<file path="config.mk">
export PLATFORM = sky130hd
export DESIGN_NAME = pattern_sequencer
export DESIGN_NICKNAME = d
export VERILOG_FILES = /design/src/rtl/pattern_sequencer.sv
export SDC_FILE = /design/constraint.sdc
export NUM_CORES = 1
export LEC_CHECK = 0
export BUFFER_PORTS_ARGS = -buffer_cell sky130_fd_sc_hd__buf_2
export CAP_MARGIN = 20
export CORE_MARGIN = 2
export CORE_UTILIZATION = 40
export DETAILED_ROUTE_END_ITERATION = 8
export GPL_TIMING_DRIVEN = 0
export HOLD_SLACK_MARGIN = 0.03
export SLEW_MARGIN = 10
export SYNTH_ARGS = -nofsm -noshare
export SYNTH_HDL_FRONTEND = slang
export SYNTH_SLANG_ARGS = --single-unit
</file>
<file path="constraint.sdc">
create_clock -name clk -period 7.35 [get_ports clk]
set_input_delay 0.3675 -clock clk [delete_from_list [all_inputs] [get_ports clk]]
set_output_delay 0.3675 -clock clk [all_outputs]
set_load 0.02 [all_outputs]
</file>
<file path="src/rtl/pattern_sequencer.sv">
// Test-pattern sequencer for a video generator. Host requests are applied at the next
// frame start. Without a pending request, auto mode can step the pattern 0->1->2->3->0.
module pattern_sequencer #(
    parameter int DWELL_W = 8,
    parameter int FCNT_W  = 16
) (
    input  logic               clk,
    input  logic               rst,
    input  logic               video_vsync_i,
    input  logic               req_valid_i,
    input  logic [1:0]         req_pattern_i,
    output logic               req_ready_o,
    input  logic               auto_en_i,
    input  logic [DWELL_W-1:0] dwell_frames_i,
    output logic [1:0]         video_pattern_o,
    output logic               switch_pulse_o,
    output logic               busy_o,
    output logic [FCNT_W-1:0]  frame_count_o
);

    typedef enum logic [1:0] {
        ST_IDLE = 2'd0,
        ST_AUTO = 2'd1,
        ST_PEND = 2'd2
    } state_e;

    state_e              state_q, state_d;
    logic                vsync_q;
    logic [1:0]          pend_pat_q, pend_pat_d;
    logic [1:0]          pattern_q, pattern_d;
    logic                pulse_q, pulse_d;
    logic [DWELL_W-1:0]  dwell_q, dwell_d;
    logic [FCNT_W-1:0]   fcount_q, fcount_d;

    logic                fs_s;
    logic                accept_s;
    logic [DWELL_W-1:0]  dwell_lim_s;
    logic [DWELL_W:0]    dwell_inc_s;
    logic                dwell_hit_s;

    assign fs_s        = vsync_q & ~video_vsync_i;
    assign req_ready_o = ~rst & (state_q != ST_PEND);
    assign accept_s    = req_valid_i & req_ready_o;

    // A dwell of zero behaves as one frame; compare one bit wider so cnt+1 cannot overflow.
    assign dwell_lim_s = (dwell_frames_i == {DWELL_W{1'b0}}) ?
                         {{(DWELL_W-1){1'b0}}, 1'b1} : dwell_frames_i;
    assign dwell_inc_s = {1'b0, dwell_q} + {{DWELL_W{1'b0}}, 1'b1};
    assign dwell_hit_s = (dwell_inc_s >= {1'b0, dwell_lim_s});

    // Next-state and datapath decisions; acceptance outranks everything else.
    always_comb begin
        state_d    = state_q;
        pend_pat_d = pend_pat_q;
        pattern_d  = pattern_q;
        pulse_d    = 1'b0;
        dwell_d    = dwell_q;
        fcount_d   = fs_s ? (fcount_q + {{(FCNT_W-1){1'b0}}, 1'b1}) : fcount_q;
        case (state_q)
            ST_IDLE: begin
                if (accept_s) begin
                    pend_pat_d = req_pattern_i;
                    state_d    = ST_PEND;
                end else if (auto_en_i) begin
                    state_d = ST_AUTO;
                    dwell_d = {DWELL_W{1'b0}};
                end else begin
                    dwell_d = {DWELL_W{1'b0}};
                end
            end
            ST_AUTO: begin
                if (accept_s) begin
                    pend_pat_d = req_pattern_i;
                    state_d    = ST_PEND;
                end else if (!auto_en_i) begin
                    state_d = ST_IDLE;
                    dwell_d = {DWELL_W{1'b0}};
                end else if (fs_s) begin
                    if (dwell_hit_s) begin
                        pattern_d = pattern_q + 2'd1;
                        dwell_d   = {DWELL_W{1'b0}};
                        pulse_d   = 1'b1;
                    end else begin
                        dwell_d = dwell_inc_s[DWELL_W-1:0];
                    end
                end else begin
                    dwell_d = dwell_q;
                end
            end
            ST_PEND: begin
                if (fs_s) begin
                    pattern_d = pend_pat_q;
                    pulse_d   = 1'b1;
                    dwell_d   = {DWELL_W{1'b0}};
                    state_d   = auto_en_i ? ST_AUTO : ST_IDLE;
                end else begin
                    state_d = ST_PEND;
                end
            end
            default: begin
                state_d = ST_IDLE;
                dwell_d = {DWELL_W{1'b0}};
            end
        endcase
    end

    // State and output registers with synchronous reset.
    always_ff @(posedge clk) begin
        if (rst) begin
            state_q    <= ST_IDLE;
            vsync_q    <= 1'b0;
            pend_pat_q <= 2'd0;
            pattern_q  <= 2'd0;
            pulse_q    <= 1'b0;
            dwell_q    <= {DWELL_W{1'b0}};
            fcount_q   <= {FCNT_W{1'b0}};
        end else begin
            state_q    <= state_d;
            vsync_q    <= video_vsync_i;
            pend_pat_q <= pend_pat_d;
            pattern_q  <= pattern_d;
            pulse_q    <= pulse_d;
            dwell_q    <= dwell_d;
            fcount_q   <= fcount_d;
        end
    end

    assign video_pattern_o = pattern_q;
    assign switch_pulse_o  = pulse_q;
    assign busy_o          = (state_q == ST_PEND);
    assign frame_count_o   = fcount_q;

endmodule

</file>
# Word-level counts from Yosys, hierarchy flattened
# Index checks and enable logic that the tools add are counted.
[classes] div=0 n_mux=27 n_eq_ne=12 n_bitwise=5 n_shift=0 reduce_logical=8 n_lt_le_gt_ge=1 add_sub_neg=3 mul=0
[op_table] operator="8-bit 2-to-1 mux" n=7
[op_table] operator="8-bit case mux with 3 select lines" n=1
[op_table] operator="2-bit 2-to-1 mux" n=10
[op_table] operator="16-bit by 1-bit adder with 16-bit output, second input constant" n=1
[op_table] operator="2-bit inequality test, second input constant" n=6
[op_table] operator="8-bit by 1-bit adder with 9-bit output, second input constant" n=1
[op_table] operator="9-bit by 8-bit greater-or-equal comparator with 1-bit output" n=1
[op_table] operator="3-bit inequality test, second input constant" n=3
[op_table] operator="8-bit zero test" n=1
[op_table] operator="1-bit 2-to-1 mux" n=6
[op_table] operator="2-bit case mux with 3 select lines" n=1
[op_table] operator="6-bit AND reduction" n=1
[op_table] operator="2-bit case mux with 2 select lines" n=1
[op_table] operator="2-bit AND reduction" n=2
[op_table] operator="4-bit AND reduction" n=1
[op_table] operator="1-bit bitwise AND" n=3
[op_table] operator="2-bit by 1-bit adder with 2-bit output, second input constant" n=1
[op_table] operator="2-bit by 1-bit == test with 1-bit output, second input constant" n=1
[op_table] operator="2-bit == test, second input constant" n=1
[op_table] operator="2-bit zero test" n=1
[op_table] operator="2-bit by 1-bit inequality test with 1-bit output, second input constant" n=1
[op_table] operator="1-bit inverter" n=2
[op_table] operator="1-bit case mux with 2 select lines" n=1
[op_table] operator="2-bit nonzero test" n=1
[op_table] operator="2-bit OR reduction" n=1
[word_totals] latch_bits=0 ff_bits=32 mem_count=0 rom_bits=0 input_bits=15 ram_bits=0

# Logic depth before layout (Yosys ltp)
[logic_depth] ltp_word=8 ltp_mapped=12 depth_no_buf=11

# Worst setup path after synthesis
# Ideal clock, no wire load.
[synth_path] path_kind="register to register" start="register dwell_q[0]" end="register pattern_q[1], in the netlist video_pattern_o[1]" synth_period_minus_slack_ns=2.615 path_buffers=0 arrival_time_ns=2.489 setup_time_ns=0.126 path_stages_with_launch=11 slack_ns=4.735 required_ns=7.224 cell_sequence="dfxtp_1 > ha_1 > and4_1 > nand2_1 > and2_1 > or2_2 > ha_1 > nand3_1 > o311a_2 > a2111oi_0 > o2bb2ai_1"
[synth_between] elab_chain_len=4
[synth_lines] element="start: declaration" line="32" source="logic [DWELL_W-1:0] dwell_q, dwell_d;"
[synth_lines] element="start signal: assignment" line="115" source="dwell_q <= {DWELL_W{1'b0}};"
[synth_lines] element="start signal: assignment" line="123" source="dwell_q <= dwell_d;"
[synth_lines] element="8-bit by 1-bit adder with 9-bit output" line="48" source="assign dwell_inc_s = {1'b0, dwell_q} + {{DWELL_W{1'b0}}, 1'b1};"
[synth_lines] element="9-bit by 8-bit greater-or-equal comparator with 1-bit output" line="49" source="assign dwell_hit_s = (dwell_inc_s >= {1'b0, dwell_lim_s});"
[synth_lines] element="2-bit inequality test (no source line)"
[synth_lines] element="6-bit AND reduction (no source line)"
[synth_lines] element="end signal: assignment" line="121" source="pattern_q <= pattern_d;"
[synth_lines] element="end: declaration" line="30" source="logic [1:0] pattern_q, pattern_d;"
# Every way passes these cells.
# A chain may end at the register's enable or synchronous reset.

# Final worst setup path
# Ends and elaborated chain as after synthesis.

==> metrics.txt <==
most common cell after layout, fill and taps aside buf_2; Residual DRC 0; Final Hold Fails 0; Cell Chain, Critical Path ha_1, and4_1, nand2_1, and2_1, or2_2, ha_1, nand3_1, o311a_2, a2111oi_0, o2bb2ai_1; Final Cycle Share 0.399; predominant post-synthesis flop cell dfxtp_1; CTS tree done; diode count 0; I/O pin total 36; post-route ant nets 0; Period minus WS final 2.93 ns; Die Ht 72.1 µm; Sw Pwr roughly 0.10 mW; CTS root buf clkbuf_8; WS Path Type flop to flop; peak supply drop roughly 0.11 mV; initial core utilization 0.421; Final Skew 0.00778 ns; Worst setup EP type flop; Syn Nets 250; Synth area leaders dfxtp_1 35%, ha_1 9.4%, a21oi_1 4.9%; relative slew slack 0.583; synthesized area 1860 µm²; initial antenna violation count 0; drt wl/cell between 10 and 15 µm; CTS buffer count 5; Via density 5.18; most frequent cells in the layout 36 x buf_2, 32 x dfxtp_1, 23 x nand2_1, 22 x nor2_1, 18 x a21oi_1; Max Freq between 0.3 and 0.4 GHz; Largest delay share family, worst path compound AO/OA/AOI/OAI gates; Switching Share 0.284; Post-DP HPWL 2840 µm; Post-CTS Resized 0; die area 5200 µm²; total track usage 0.161; worst setup margin ~4.4 ns; pwr/cell area 168 nW/µm²; Worst setup SP type flop; Clock power frac 0.366; WL final 3890 µm; clock-pin slew on the worst setup and hold paths 0.07 ns; Max-Cap Viols 0; fin. max-slew vios 0; Seq cells post-synth 32; Synth Area per Inst 8.40 µm²; # setup viols final 0; Slew @ Worst Pin 0.622 ns; Placer Congestion 0.762; Initial DRT Pass Iterations 4; Data required, critical path around 7.5 ns; Top cell by count, worst path ha_1; Power, Total 0.367 mW; clock latency on the worst-skew pair 0.29 ns; pin count of the biggest net entering global routing 12; number of hold-repair buffers added at the cts stage 0; crit path max fanout 5; Setup TNS Final 0 ns; sequential share of power 0.492; Post-Syn Instances 221; Rows 24; leak pwr ~1 nW; Final #Nets 292; fraction of layout cells with a size suffix above 1 0.235; core area 4410 µm²; Yosys cell types 52; setup bufs post-CTS 0; H-tree levels 2; hold_ws between 0.3 and 0.4 ns; worst hold path class primary input to flop; CP max stage delay between 0.4 and 0.5 ns; Slowest cell on crit path a2111oi_0; sinks on the clock net 32; Synth top area share 0.345; synth warn 0; Power Internal 0.263 mW; Die X 72.1 µm; Buffers on Ports 35; DRT iter0 DRCs 85; number of global-route vias before repair 1,457; Post-synth ARST share 0; routed via count 1,638; first-pass GRT wire length around 6600 µm; combinational fraction of design power 0.142; Place WS 4.46 ns; Longest Clk Path Bufs 2; EDFF count, synth 0; post-synth top area cell dfxtp_1; sequential area share after synthesis 0.345; gr ovfl total 0; status complete, no violations; unrepaired setup endpoints after global routing no; Area Overhead vs Synth 17.7%; CP Data Arrival Time 3.09 ns; WP buf/inv 0
## final cells by class
cell class	instances	area (µm²)
flip-flops and latches	32	641
well taps	52	65.1
clock buffers	5	68.8
clock inverters	3	18.8
multi-input cells	168	1120
repair buffers	35	175
fillers	447	2230
inverters	13	48.8
plain buffers	8	43.8
## worst reg2reg max path, cell delays in order, from the launching register on
cell and delay [ns]:
dfxtp_1 0.41, ha_1 0.22, and4_1 0.23, nand2_1 0.07, and2_1 0.17, or2_2 0.30
ha_1 0.30, nand3_1 0.09, o311a_2 0.41, a2111oi_0 0.49, o2bb2ai_1 0.10
## Yosys cell counts, drive strengths merged (5+ instances only)
cell type	instances
xor2	10
nand3	8
nand2	23
or2	5
and4	5
nor2	22
a21oi	18
ha	14
dfxtp	32
inv	13
nor2b	5
o211ai	5
and3	5
## layer usage
metal,vias to the layer above,wire (µm),global-route usage
met3,6,212,0.0417
met1,733,1990,0.226
met2,39,1640,0.245
li1,860,-,-
met5,-,0,0
met4,0,46,0.0440
## state kept, by name (all words and copies together) (netlist names)
name             flops
frame_count_o       16
dwell_q              8
pend_pat_q           2
state_q              2
video_pattern_o      2
switch_pulse_o       1
vsync_q              1
## cells by family (layout without fill, tap and decap cells)
group,count (synthesis),in the layout,share of synthesized area
buffers and inverters,21,64,0.0499
and+or+nand+nor,94,94,0.273
muxes,2,2,0.0108
AOI/OAI and AO/OA,44,44,0.161
DFF,32,32,0.345
xor gates and xnor gates,14,14,0.0660
adders and majority gates,14,14,0.0943
## power groups by stage
stage                     sequential [mW]  combinational [mW]  clock [mW]
after floorplan                     0.184              0.0354           0
after global placement              0.184              0.0511           0
after detailed placement            0.184              0.0513           0
after CTS                           0.180              0.0520       0.138
after global routing                0.181              0.0586       0.146
final                               0.180              0.0521       0.134
## metrics by stage
step	utilization	instance area [µm²]	cells
after CTS	0.495	2180	316
after floorplan	-	1860	221
after global routing	0.495	2180	316
after global placement	0.475	2100	308
after detailed placement	0.475	2100	308
final	0.495	2180	316
## final timing paths
check,startpoint,to,slack [ns],cells after the start
max,dwell_q[0],video_pattern_o[1],4.42,10
min,req_pattern_i[0],pend_pat_q[0],0.32,3
max reg2reg,dwell_q[0],video_pattern_o[1],4.42,10
min reg2reg,video_pattern_o[1],video_pattern_o[1],0.49,2
No activity file was read; power rests on OpenSTA's default activity.
